### src/rtl/int_to_float_conv.sv
// Sequential integer to IEEE-754 single converter: normalises one bit per clock
// with a valid/ready handshake on both sides and one conversion in flight.
module int_to_float_conv #(
  parameter int IN_W      = 16,
  parameter int SIGNED_IN = 0
) (
  input  logic            clk,
  input  logic            rst_n,
  input  logic            in_valid,
  output logic            in_ready,
  input  logic [IN_W-1:0] in_data,
  output logic            out_valid,
  input  logic            out_ready,
  output logic [31:0]     out_data
);

  typedef enum logic [1:0] {IDLE, NORM, OUT} state_t;

  localparam logic [7:0] EXP_TOP = 8'(126 + IN_W);

  state_t          state, state_nx;
  logic [IN_W-1:0] mag, mag_nx;
  logic [7:0]      expo, expo_nx;
  logic            sign, sign_nx;
  logic            in_ready_nx, out_valid_nx;
  logic [31:0]     out_data_nx;
  logic [22:0]     frac;

  // Drop the implicit leading one and left-align the rest in the 23-bit field.
  assign frac = 23'({mag[IN_W-2:0], 24'b0} >> IN_W);

  // NOTE: every signal written here gets a default first, so no path leaves
  // one unassigned and no latch is inferred.
  always_comb begin
    state_nx     = state;
    mag_nx       = mag;
    expo_nx      = expo;
    sign_nx      = sign;
    in_ready_nx  = in_ready;
    out_valid_nx = out_valid;
    out_data_nx  = out_data;
    case (state)
      IDLE: begin
        in_ready_nx = 1'b1;
        if (in_valid && in_ready) begin
          in_ready_nx = 1'b0;
          sign_nx     = (SIGNED_IN != 0) && in_data[IN_W-1];
          mag_nx      = sign_nx ? -in_data : in_data;
          expo_nx     = EXP_TOP;
          state_nx    = NORM;
        end
      end
      NORM: begin
        // A zero input passes through here once so every result takes at least one cycle.
        if (mag[IN_W-1] || (mag == '0)) begin
          out_data_nx  = (mag == '0) ? 32'h0 : {sign, expo, frac};
          out_valid_nx = 1'b1;
          state_nx     = OUT;
        end else begin
          mag_nx  = mag << 1;
          expo_nx = expo - 8'd1;
        end
      end
      OUT: begin
        if (out_ready) begin
          out_valid_nx = 1'b0;
          in_ready_nx  = 1'b1;
          state_nx     = IDLE;
        end
      end
      default: begin
        state_nx     = IDLE;
        in_ready_nx  = 1'b0;
        out_valid_nx = 1'b0;
      end
    endcase
  end

  // NOTE: state uses non-blocking assignments so all registers update together
  // from the values sampled before the edge.
  always_ff @(posedge clk or negedge rst_n) begin
    if (!rst_n) begin
      state     <= IDLE;
      mag       <= '0;
      expo      <= '0;
      sign      <= 1'b0;
      in_ready  <= 1'b0;
      out_valid <= 1'b0;
      out_data  <= '0;
    end else begin
      state     <= state_nx;
      mag       <= mag_nx;
      expo      <= expo_nx;
      sign      <= sign_nx;
      in_ready  <= in_ready_nx;
      out_valid <= out_valid_nx;
      out_data  <= out_data_nx;
    end
  end

endmodule
### config.mk
export PLATFORM = sky130hd
export DESIGN_NAME = int_to_float_conv
export DESIGN_NICKNAME = d
export VERILOG_FILES = /design/src/rtl/int_to_float_conv.sv
export SDC_FILE = /design/constraint.sdc
export NUM_CORES = 1
export LEC_CHECK = 0
export CAP_MARGIN = 20
export CORE_MARGIN = 1.5
export CORE_UTILIZATION = 30
export DETAILED_ROUTE_END_ITERATION = 16
export HOLD_SLACK_MARGIN = 0.03
export PLACE_DENSITY = 0.55
export SETUP_SLACK_MARGIN = 0.4
export SYNTH_ARGS = -nofsm -noshare
export SYNTH_HDL_FRONTEND = slang
export SYNTH_SLANG_ARGS = --single-unit
### constraint.sdc
create_clock -name clk -period 3.16 [get_ports clk]
set_input_delay 0.632 -clock clk [delete_from_list [all_inputs] [get_ports clk]]
set_output_delay 0.632 -clock clk [all_outputs]
set_load 0.05 [all_outputs]
Yosys cells after proc, flatten, opt, wreduce, memory -nomap -nowiden. Index checks and enable logic that the tools add are counted.

Output and inout bits: 34. Input bits: 20. Register bits after elaboration: 60. Word-level logic and storage cells: 42.

Equal/unequal tests: 6. Multiplexer cells: 17. Add/subtract/negate cells: 1. Reductions and logical operators: 10. Bitwise logic cells: 2.

Operators with widths (number): two-way mux 16 bit (2); one-hot mux 16 bit (2 select lines) (1); two-way mux 31 bit (1); zero test 16 bit (1); two-way mux 8 bit (2); one-hot mux 8 bit (2 select lines) (1); AND reduction 3 bit (3); inequality test 2 bit (second input constant) (4); subtractor 8 x 1 -> 8 bit (second input constant) (1); two-way mux 2 bit (3); one-hot mux 1 bit (3 select lines) (2); one-hot mux 2 bit (3 select lines) (1); two-way mux 1 bit (4); AND reduction 2 bit (2); == test 2 x 1 -> 1 bit (second input constant) (1); == test 2 bit (second input constant) (1); zero test 2 bit (1); NOT 1 bit (2); nonzero test 2 bit (1); logical AND 1 bit (1); logical OR 1 bit (1).

Longest topological paths before layout.
Depth in word-level cells: 4. Gate-level depth with buffers: 6.

Worst setup path before layout. OpenSTA, ideal clock, no wires.

Path kind: register to register. From: register in_ready. To: register mag[13]. Arrival time: 1719 ps. Library setup time: 67 ps. Cell stages (with the launch flop): 6. Path slack: 1374 ps. Data required time: 3093 ps. Clock period less this slack: 1786 ps. Cells stage by stage: dfrtp_1 > a21oi_1 > or2_2 > a21oi_2 > buf_6 > o221a_1.

Cells in the longest elaborated chain, start to end: 3.

RTL lines: start, declared (line 10) `output logic in_ready,`; start signal, assigned (line 95) `in_ready <= in_ready_nx;`; logical AND 1 bit (line 45) `if (in_valid && in_ready) begin`; inequality test 2 bit (no line); AND reduction 3 bit (no line); end signal, assigned (line 92) `mag <= mag_nx;`; end, declared (line 22) `logic [IN_W-1:0] mag, mag_nx;`.

Every way passes these cells. A chain may end at the register's enable or synchronous reset.

Worst setup path in the final report.
From: register mag[10]. To: register out_data[20].

Cells in the longest elaborated chain, start to end: 3. Elaborated cells between the ends (all ways): 4.

RTL lines: zero test 16 bit (*) (line 55, 56); logical OR 1 bit (line 55) `if (mag[IN_W-1] || (mag == '0)) begin`; AND reduction 2 bit (no line); end signal, assigned (line 97) `out_data <= out_data_nx;`; end, declared (line 14) `output logic [31:0] out_data`.

Every way passes the cells marked *; elsewhere a longest branch is shown, timed or not.

==> results.txt <==
The run finished with clean final reports. The number of placed I/O pins was 54; the count of cell types in the netlist was 46. Of all flip-flops after synthesis, the portion carrying an async set or reset was 100%.

By area the synthesized netlist is led by sky130_fd_sc_hd__dfrtp_1, sky130_fd_sc_hd__a22o_1, sky130_fd_sc_hd__nand2b_1. The start-to-end type of the worst setup path is reg -> reg. The overall die height is 90.4 µm.

For this design, the slowest cell found on the critical path is sky130_fd_sc_hd__nor4_1. The average vias per placed instance came out at 4.98. The number of gates resized after CTS was 0.

Global routing used 13.8% of the available tracks across all layers. Setup violations remaining at the end of the flow were counted as 0. Entering global routing, the biggest net connects 29 pins.

The logs give 0.444 GHz for the fmax and 459 µV for the peak supply drop. The most used flip-flop cell after synthesis is sky130_fd_sc_hd__dfrtp_1. The count of antenna-violating nets left after detailed routing was 0; the violation count after the first detailed-routing iteration was 61. The die is 90.4 µm wide. At the pin with the least slew margin, the transition time is 0.678 ns. The clock passes through at most 2 buffers.

Row generation in the floorplan step produced 31 rows. Of all nets on the critical path, the largest fanout is 25. The power density over the cells came out at 1070 nW/µm². The master cell of the clock root buffer was sky130_fd_sc_hd__clkbuf_8. Relative to the synthesized area, the layout overhead comes to 25.5%. In the final layout, the share of cells above drive strength 1 is 12.8%. Sorting the synthesized cells by how often they occur yields sky130_fd_sc_hd__dfrtp_1, sky130_fd_sc_hd__a22o_1, sky130_fd_sc_hd__nand2b_1. By instance count, the leading cell after synthesis is sky130_fd_sc_hd__dfrtp_1.

The final max-slew violation count is 0. The run gives 0 as the initial antenna violation count. Summed over all cells, the static leakage comes to 0.00115 µW. For this design, the CTS-stage hold fixing added 0 buffers.

The mean routed wirelength per cell is 15.6 µm, and the hold violation total from the final report is 0. The fraction of the yosys area taken by sequential cells came out at 55.7%. The path class of the lowest-slack min-delay path is in -> async. The number of synthesized register bits is 51. Die area: 8170 µm². Adding up every negative setup slack in the final design gives 0 ns.

Kind of end point of the critical path: a flop. The share of Yosys cell area claimed by the top area cell type was 55.7%. The routed layout has 1663 vias. The logs give 2.44 ns for the data arrival time of the worst path and 5 for the number of CTS-inserted buffers. Clock-pin slew was measured on the worst setup and hold paths at 0.09 ns. The count of clock tree sinks was 51; the count of flip-flops with a built-in enable after synthesis was 0. STA classifies the critical path startpoint as a flop. For the post-route DRC violation count, the log shows 0. After layout, the worst setup slack is 0.910 ns. TritonCTS built the clock tree.

Before CTS, the worst setup slack after placement is 0.743 ns. The number of buffers added on ports came out at 44. Subtracting the final worst setup slack from the clock period gives 2.25 ns. Cell taking the most area after synthesis: sky130_fd_sc_hd__dfrtp_1.

The logs give 0.30 ns for the clock network latency to the later pin of the worst-skew pair and 2 for the number of levels in the clock H-tree. The final cycle utilization of the critical path is 71.2%, and the standard cell core area is 7330 µm². Setup repair after global routing left no endpoint under its margin. Max-cap violations in this run came to 0. The critical path goes through nor4_1, a41o_2, nand2_2, mux2_1. For the worst setup path, the data required time is 3.35 ns. The run gives 9050 µm as the wire length of the first global-routing pass. The worst stage delay on the critical path came out at 0.59 ns. The aggregate routed wire length is 5220 µm, and the post-CTS repair timing setup buffer count is 0.

After legalization and detailed placement, the total HPWL measured 3620 µm. The via count of the first global-routing pass came out at 1688. Summing every instance area after synthesis gives 2290 µm².

Before antenna repair, the detailed router went through 4 iterations. The last weighted congestion value of the routability-driven placer was 0.808. During synthesis, Yosys emitted a total of 0 warnings. The logs give 0 for the overflow left after global routing and 256 for the total number of nets in the final design. For the final database, setup skew stands at 0.0113 ns. The count of inserted antenna diode cells was 0. After synthesis, the mean cell area works out to 12.1 µm². Once the floorplan was initialized, standard cells occupied 31.2% of the core. The number of cells produced by synthesis was 189. Measured against its own limit, the worst slew margin works out to 54.8%.
power breakdown:
| part | total (µW) | leakage, µW | internal, µW | switching, µW |
|---|---|---|---|---|
| clock | 382 | 0.0000470 | 172 | 209 |
| sequential | 1140 | 0.000581 | 909 | 227 |
| combinational | 1560 | 0.000520 | 607 | 955 |
area by class of cell:
type	count	area, µm²
Clock buffer	6	82.6
Clock inverter	1	5.00
Fill cell	718	4460
Inverter	5	18.8
Multi-Input combinational cell	124	902
Sequential cell	51	1280
Tap cell	99	124
Timing Repair Buffer	48	465
cell families after synthesis:
family / share of synthesized area [%]
AND/OR/NAND/NOR: 13.9
AO/OA/AOI/OAI: 21.1
flip-flops: 55.7
buffers and inverters: 6.17
multiplexers: 2.40
adder cells (fa/ha/maj): 0.546
other: 0.164
flip-flops by register name, summed over array words and instances, names as in the netlist:
register	flops
expo	8
in_ready	1
mag	16
out_data	23
out_valid	1
state	2
critical path, delay by kind of cell (launching register included):
kind               cells  cell delay (ns)
AOI/OAI and AO/OA      1             0.33
and+or+nand+nor        2             0.93
muxes                  1             0.44
DFF                    1             0.43
placed cells by master, fill, tap and decap left out, types with 2 or more instances in the layout:
master and instances:
sky130_fd_sc_hd__nor3_1 4, sky130_fd_sc_hd__nand2_1 7, sky130_fd_sc_hd__and4_2 2, sky130_fd_sc_hd__clkdlybuf4s50_1 43
sky130_fd_sc_hd__nor2b_1 2, sky130_fd_sc_hd__nand2b_1 16, sky130_fd_sc_hd__a211oi_1 2, sky130_fd_sc_hd__a311oi_1 2
sky130_fd_sc_hd__inv_1 5, sky130_fd_sc_hd__nand4_1 3, sky130_fd_sc_hd__o21ai_0 3, sky130_fd_sc_hd__o221a_2 8
sky130_fd_sc_hd__conb_1 9, sky130_fd_sc_hd__a22o_1 18, sky130_fd_sc_hd__mux2_1 3, sky130_fd_sc_hd__clkbuf_8 6
sky130_fd_sc_hd__nand3_1 2, sky130_fd_sc_hd__a41o_2 2, sky130_fd_sc_hd__o221a_1 6, sky130_fd_sc_hd__dfrtp_1 51
sky130_fd_sc_hd__nor4_1 4, sky130_fd_sc_hd__buf_4 4, sky130_fd_sc_hd__nor2_1 9, sky130_fd_sc_hd__nand2_2 2
path summary, 6_finish.rpt:
path                               from  slack (ns)            to  cells after the start
max                             mag[10]        0.91  out_data[20]                      4
min                               rst_n        0.29  out_data[18]                      1
max reg2reg                     mag[10]        0.91  out_data[20]                      4
min reg2reg                out_data[20]        0.50  out_data[20]                      1
max in group asynchronous         rst_n        2.11       mag[14]                      2
min in group clk           out_data[20]        0.50  out_data[20]                      1
metal layers:
metal | wire (µm) | global-route usage (%) | vias to the layer above
met4 | 43 | 3.57 | 0
met5 | 0 | 0 | -
met3 | 222 | 3.11 | 5
met1 | 2610 | 20.5 | 820
met2 | 2340 | 20.1 | 43
li1 | - | - | 795
through the flow:
stage	power, µW	cells	hold WS (ns)	cell area (µm²)	utilization, %
global route	3290	334	0.331	2870	39.2
global placement	2720	327	0.481	2790	38.0
detailed placement	2730	327	0.485	2790	38.0
floorplan	2240	197	0.336	2320	-
finish	3080	334	0.292	2870	39.2
CTS	3120	334	0.312	2870	39.2
Note: power is estimated with default switching activity, not from simulation.
